## src/rtl/v_noc_pkg.sv

```systemverilog
// Shared NoC testbench-side types: node ids, receiver check records and
// the default depth of the receiver-to-scoreboard queue.
package v_noc_pkg;

  localparam int V_RX_QUEUE_DEPTH = 8;
  localparam int NODE_ID_W        = 4;

  typedef logic [NODE_ID_W-1:0] node_id_t;

  typedef struct packed {
    logic [7:0]  rec_id;
    node_id_t    src_id;
    logic [7:0]  txn_id;
    logic [31:0] flit_data;
  } receiver_info_t;

endpackage

```

## src/rtl/v_sync_fifo.sv

```systemverilog
// Single-clock circular-buffer FIFO with explicit pointer wrap, so DEPTH
// need not be a power of two. The caller guarantees no write when full
// without a same-cycle read, and no read when empty.
module v_sync_fifo #(
  parameter int WIDTH = 8,
  parameter int DEPTH = 8,
  parameter int CNT_W = $clog2(DEPTH + 1)
) (
  input  logic             clk,
  input  logic             rst,
  input  logic             wr_en,
  input  logic [WIDTH-1:0] wr_data,
  input  logic             rd_en,
  output logic [WIDTH-1:0] rd_data,
  output logic             full,
  output logic             empty,
  output logic [CNT_W-1:0] count
);

  localparam int               PTR_W = $clog2(DEPTH);
  localparam logic [PTR_W-1:0] LAST  = PTR_W'(DEPTH - 1);

  logic [WIDTH-1:0] mem [DEPTH];
  logic [PTR_W-1:0] wr_ptr;
  logic [PTR_W-1:0] rd_ptr;

  function automatic logic [PTR_W-1:0] bump(input logic [PTR_W-1:0] p);
    return (p == LAST) ? '0 : p + PTR_W'(1);
  endfunction

  // NOTE: storage carries no reset; validity is tracked by count alone,
  // and a resettable array would cost a flop-based memory for no benefit.
  always_ff @(posedge clk) begin
    if (wr_en) mem[wr_ptr] <= wr_data;
  end

  // NOTE: every sequential state element uses non-blocking assignment so
  // all registers update together from pre-edge values.
  always_ff @(posedge clk) begin
    if (rst) begin
      wr_ptr <= '0;
      rd_ptr <= '0;
      count  <= '0;
    end else begin
      if (wr_en) wr_ptr <= bump(wr_ptr);
      if (rd_en) rd_ptr <= bump(rd_ptr);
      if (wr_en && !rd_en)      count <= count + CNT_W'(1);
      else if (rd_en && !wr_en) count <= count - CNT_W'(1);
    end
  end

  assign full    = (count == CNT_W'(DEPTH));
  assign empty   = (count == '0);
  assign rd_data = mem[rd_ptr];

endmodule

```

## src/rtl/v_rx_scoreboard_queue.sv

```systemverilog
// Elastic buffer from a no-backpressure flit receiver to the scoreboard,
// with traffic statistics and a sticky overflow flag for end-of-test checks.
module v_rx_scoreboard_queue
  import v_noc_pkg::*;
#(
  parameter int DEPTH  = V_RX_QUEUE_DEPTH,
  parameter int CNT_W  = 32,
  parameter int DROP_W = 16,
  parameter int OCC_W  = $clog2(DEPTH + 1)
) (
  input  logic                clk,
  input  logic                rst,
  input  logic                enq_vld_i,
  input  receiver_info_t      enq_info_i,
  output logic                deq_vld_o,
  output receiver_info_t      deq_info_o,
  input  logic                deq_rdy_i,
  input  logic                clear_stats_i,
  output logic [OCC_W-1:0]    occupancy_o,
  output logic [OCC_W-1:0]    max_occ_o,
  output logic [CNT_W-1:0]    rx_cnt_o,
  output logic [DROP_W-1:0]   drop_cnt_o,
  output logic                overflow_o
);

  localparam int FCNT_W = $clog2(DEPTH + 1);
  localparam int INFO_W = $bits(receiver_info_t);

  logic              full;
  logic              empty;
  logic [FCNT_W-1:0] count;
  logic [INFO_W-1:0] head;
  logic              enq;
  logic              deq;
  logic              drop;
  logic [FCNT_W-1:0] next_count;

  v_sync_fifo #(
    .WIDTH (INFO_W),
    .DEPTH (DEPTH),
    .CNT_W (FCNT_W)
  ) u_fifo (
    .clk     (clk),
    .rst     (rst),
    .wr_en   (enq),
    .wr_data (enq_info_i),
    .rd_en   (deq),
    .rd_data (head),
    .full    (full),
    .empty   (empty),
    .count   (count)
  );

  // NOTE: every signal driven here gets a default first, so no path can
  // leave it unassigned and infer a latch.
  always_comb begin
    deq        = 1'b0;
    enq        = 1'b0;
    drop       = 1'b0;
    deq_vld_o  = !empty;
    deq_info_o = '0;
    if (!empty) deq_info_o = receiver_info_t'(head);
    deq        = deq_vld_o && deq_rdy_i;
    // A full queue still accepts when the head leaves in the same cycle.
    enq        = enq_vld_i && (!full || deq);
    drop       = enq_vld_i && full && !deq;
    next_count = count + FCNT_W'(enq) - FCNT_W'(deq);
  end

  assign occupancy_o = OCC_W'(count);

  // Clear outranks any same-cycle event; the FIFO itself is untouched.
  always_ff @(posedge clk) begin
    if (rst || clear_stats_i) begin
      rx_cnt_o   <= '0;
      drop_cnt_o <= '0;
      max_occ_o  <= '0;
      overflow_o <= 1'b0;
    end else begin
      if (enq) rx_cnt_o <= rx_cnt_o + CNT_W'(1);
      if (drop) begin
        overflow_o <= 1'b1;
        if (drop_cnt_o != '1) drop_cnt_o <= drop_cnt_o + DROP_W'(1);
      end
      if (OCC_W'(next_count) > max_occ_o) max_occ_o <= OCC_W'(next_count);
    end
  end

endmodule
```

## config.mk

```make
export PLATFORM = sky130hd
export DESIGN_NAME = v_rx_scoreboard_queue
export DESIGN_NICKNAME = d
export VERILOG_FILES = /design/src/rtl/v_noc_pkg.sv /design/src/rtl/v_sync_fifo.sv /design/src/rtl/v_rx_scoreboard_queue.sv
export SDC_FILE = /design/constraint.sdc
export NUM_CORES = 1
export LEC_CHECK = 0
export ABC_AREA = 1
export BUFFER_PORTS_ARGS = -buffer_cell sky130_fd_sc_hd__buf_2
export CELL_PAD_IN_SITES_DETAIL_PLACEMENT = 0
export CELL_PAD_IN_SITES_GLOBAL_PLACEMENT = 2
export CORE_ASPECT_RATIO = 0.8
export CORE_MARGIN = 4
export CORE_UTILIZATION = 35
export DETAILED_ROUTE_END_ITERATION = 10
export GPL_TIMING_DRIVEN = 0
export PLACE_DENSITY_LB_ADDON = 0.1
export SYNTH_ARGS = -nofsm -noshare
export SYNTH_HDL_FRONTEND = slang
export SYNTH_HIERARCHICAL = 1
export SYNTH_SLANG_ARGS = --single-unit
export TNS_END_PERCENT = 30
```

## constraint.sdc

```tcl
create_clock -name clk -period 4.23 [get_ports clk]
set_input_delay 0.423 -clock clk [delete_from_list [all_inputs] [get_ports clk]]
set_output_delay 0.423 -clock clk [all_outputs]
set_load 0.05 [all_outputs]
```

==> flow_summary_export.csv <==
group,metric,value,unit
run_status,outcome,"finished, final reports clean",
routing,wl,58.6,mm
clocking,cts_tree,"built",
sta,clock.fmax,258,MHz
worst_setup_path,regToRegStartpoint,"u_fifo/count[0]",
sta,hold_ws,0.0978,ns
worst_setup_path,cp-startpoint,"u_fifo/count[0]",
layout,drive_above_1_share,15.1,%
synthesis,synthDistinctLibCells,41,
global_routing,grt_max_degree,25,
clocking,ctsHoldBuffers,0,
synthesis,ys_seq_area_share,66.5,%
synthesis,yosys-top-cells-count,"564 x nor2_1, 416 x edfxtp_1, 400 x nand2_1",
die,start_util,35.6,%
run,drv_cap,0,
die,io_pins,167,
sta,worst-slew-pin-transition,0.806,ns
sta,period_share,91.5,%
synthesis,synth_compound_area_share,6.71,%
worst_setup_path,worstSetupPathType,"flip-flop to flip-flop",
layout,num_antenna_cells,0,
pwr,leakage,0.00958,uW
routing,drtAntennaViolNets,0,
clocking,htreeDepth,2,
global_routing,grtUsageTotal,18.5,%
sta,finalSetupViolCount,0,
layout,area_growth,18.5,%
synthesis,synth_fa_ha_area_share,1.22,%
global_routing,grt_pass1_wl,88.6,mm
sta,slew_violations,0,
sta,hold_viol,0,
synthesis,avgSynthCellArea,10.1,sq um
synthesis,synth-edff-count,416,
synthesis,synth.area.mux_share,0,%
pwr,power,15400,uW
die,die_w,280,um
synthesis,syn_area,20800,sq um
synthesis,synth_flop_cell,"edfxtp_1",
routing,first_pass_iters,7,
layout,fin_area,24600,sq um
routing,first_iter_violations,938,
min_path,holdCritPathClass,"input port to flip-flop",
clocking,cts.repair.resized,0,
sta,fin_skew,0.0268,ns
synthesis,yosysTopAreaCellShare,60.1,%
place,portBuffers,166,
synthesis,synthCells,2061,
worst_setup_path,r2r_setup_slack,0.36,ns
sta,relSlewSlack,45.9,%
min_path,hp-start,"enq_info_i[31]",
worst_setup_path,endpoint_kind,"flip-flop",
sta,min_period,3.87,ns
place,routabilityCongestion,0.758,
die,rows,79,
die,fp.dieH,226,um
synthesis,yosys.area_share.simple,20.2,%
synthesis,async_flop_share,0,%
worst_setup_path,cp-start-kind,"flip-flop",
routing,vias,14700,
pwr,peakVddDrop,0.438,mV
worst_setup_path,worstPathRequired,4.70,ns
layout,layout.nets,2373,
routing,remaining_drc_errors,0,
synthesis,synth_area_leader_cell,"edfxtp_1",
place,dp_hpwl,39.2,mm
layout,final-seq-area,13800,sq um
global_routing,grt_pass1_vias,14400,
synthesis,synth_xor_area_share,0.379,%
clocking,clkSinkCount,482,
synthesis,synth_top_family_by_area,"simple AND/OR/NAND/NOR gates",
routing,viasPerCell,4.74,
clocking,cts_setup_buffers,0,
pwr,p_per_area,624,nW/um^2
layout,multi_input_area,5980,sq um
synthesis,syn_nets,2137,
worst_setup_path,cp_max_fo,10,
die,core_area,58400,sq um
clocking,clk_pin_slew,0.06,ns
synthesis,ys_warn_count,6,
global_routing,overflow,0,
die,dieArea,63400,sq um
clocking,numCtsBuffers,52,
sta,grt_setup_unrepaired,"no",
synthesis,synth_seq_cells,482,
routing,drt-wirelength-per-cell,18.9,um
worst_setup_path,arrival,4.34,ns
clocking,worstSkewPairLatency,0.60,ns
synthesis,netlist_top_cells_area,"edfxtp_1 60%, nor2_1 10%, nand2_1 7.2%",
clocking,cts_buffer_depth,3,
synthesis,synthMostInstantiatedCell,"nor2_1",
layout,fillCellCount,5648,
clocking,root_buffer,"clkbuf_16",
place,post_dp_cell_area,23000,sq um
global_routing,antenna_found_initial,3,
[per-stage QoR]
stage                     instances  worst slack (ns)  setup TNS [ns]  util, %
after floorplan                2061            -0.576         -188.05        -
after global placement         2996             -2.80        -1123.95     38.6
after detailed placement       3012             0.335               0     39.4
after CTS                      3104             0.326               0     42.2
after global routing           3104           0.00805               0     42.2
final                          3104             0.361               0     42.2
[report_power, final]
group | leakage, uW | switching, uW | total, uW | internal (uW)
Combinational | 0.00448 | 4030 | 5410 | 1380
Clock | 0.000794 | 1870 | 4410 | 2540
Sequential | 0.00431 | 96.3 | 5560 | 5470
Total | 0.00958 | 5990 | 15400 | 9390
[state kept, by name (all words and copies together) (netlist names), named ones only]
register       count
rx_cnt_o          32
u_fifo/wr_ptr      3
drop_cnt_o        16
max_occ_o          4
u_fifo/count       4
overflow_o         1
u_fifo/rd_ptr      3
u_fifo/mem       416
[layer usage]
metal	track usage, %	wire, um	vias to the layer above
met5	0	34	-
met4	4.79	1200	6
met3	3.03	2570	75
met2	29.6	26600	269
met1	26.3	28200	7053
li1	-	-	7317
[layout by cell type, fill, tap and decap left out, types with 3 or more instances in the layout]
master     count
clkbuf_16     52
buf_12         8
buf_2        194
bufinv_16      5
xor2_1         8
nand3_1       32
clkinv_1      16
nand2_4        3
a21oi_1       33
buf_1          8
o21bai_1       4
or2_2          3
clkbuf_1      34
inv_2          3
edfxtp_1     416
buf_16         8
o21ai_1      129
nor2_2         6
clkinv_2       9
dfxtp_1       66
nor2_4        13
nor3_1         9
buf_6         15
nand2_1      400
nand2_2        5
nor2_1       556
clkbuf_2      11
buf_4          5
nand4_1       14
o21ai_0      100
inv_1        130
ha_1          17
[kinds of logic after synthesis]
group	count (synthesis)
buffers and inverters	229
xor gates and xnor gates	9
AOI/OAI and AO/OA	272
DFF	482
adders and majority gates	19
and+or+nand+nor	1050
[critical path, stage by stage, from the launching register on]
cell and delay, ns:
dfxtp_1 0.39, or2_2 0.33, nor3_1 0.63, nand2_4 0.11, nand2_2 0.16, buf_6 0.23
ha_1 0.17, inv_1 0.04, ha_1 0.20, fa_1 0.38, xor2_1 0.19, ha_1 0.30
nand2_1 0.05, o21ai_0 0.16, nand2_1 0.18, o21ai_0 0.18, a21oi_1 0.06
[path summary, 6_finish.rpt]
path | to | cells past startpoint
max | max_occ_o[1] | 16
min | u_fifo/mem[7][31] | 1
max reg2reg | max_occ_o[1] | 16
min reg2reg | max_occ_o[2] | 2
[area by class of cell]
| cell class | count | share of cell area [%] |
|---|---|---|
| Buffer | 94 | 2.16 |
| Clock buffer | 59 | 5.39 |
| Clock inverter | 33 | 1.19 |
| Inverter | 135 | 2.07 |
| Multi-Input combinational cell | 1350 | 24.3 |
| Sequential cell | 482 | 56.1 |
| Tap cell | 769 | 3.91 |
| Timing Repair Buffer | 182 | 4.92 |
Power figures use the tool's default switching activity.
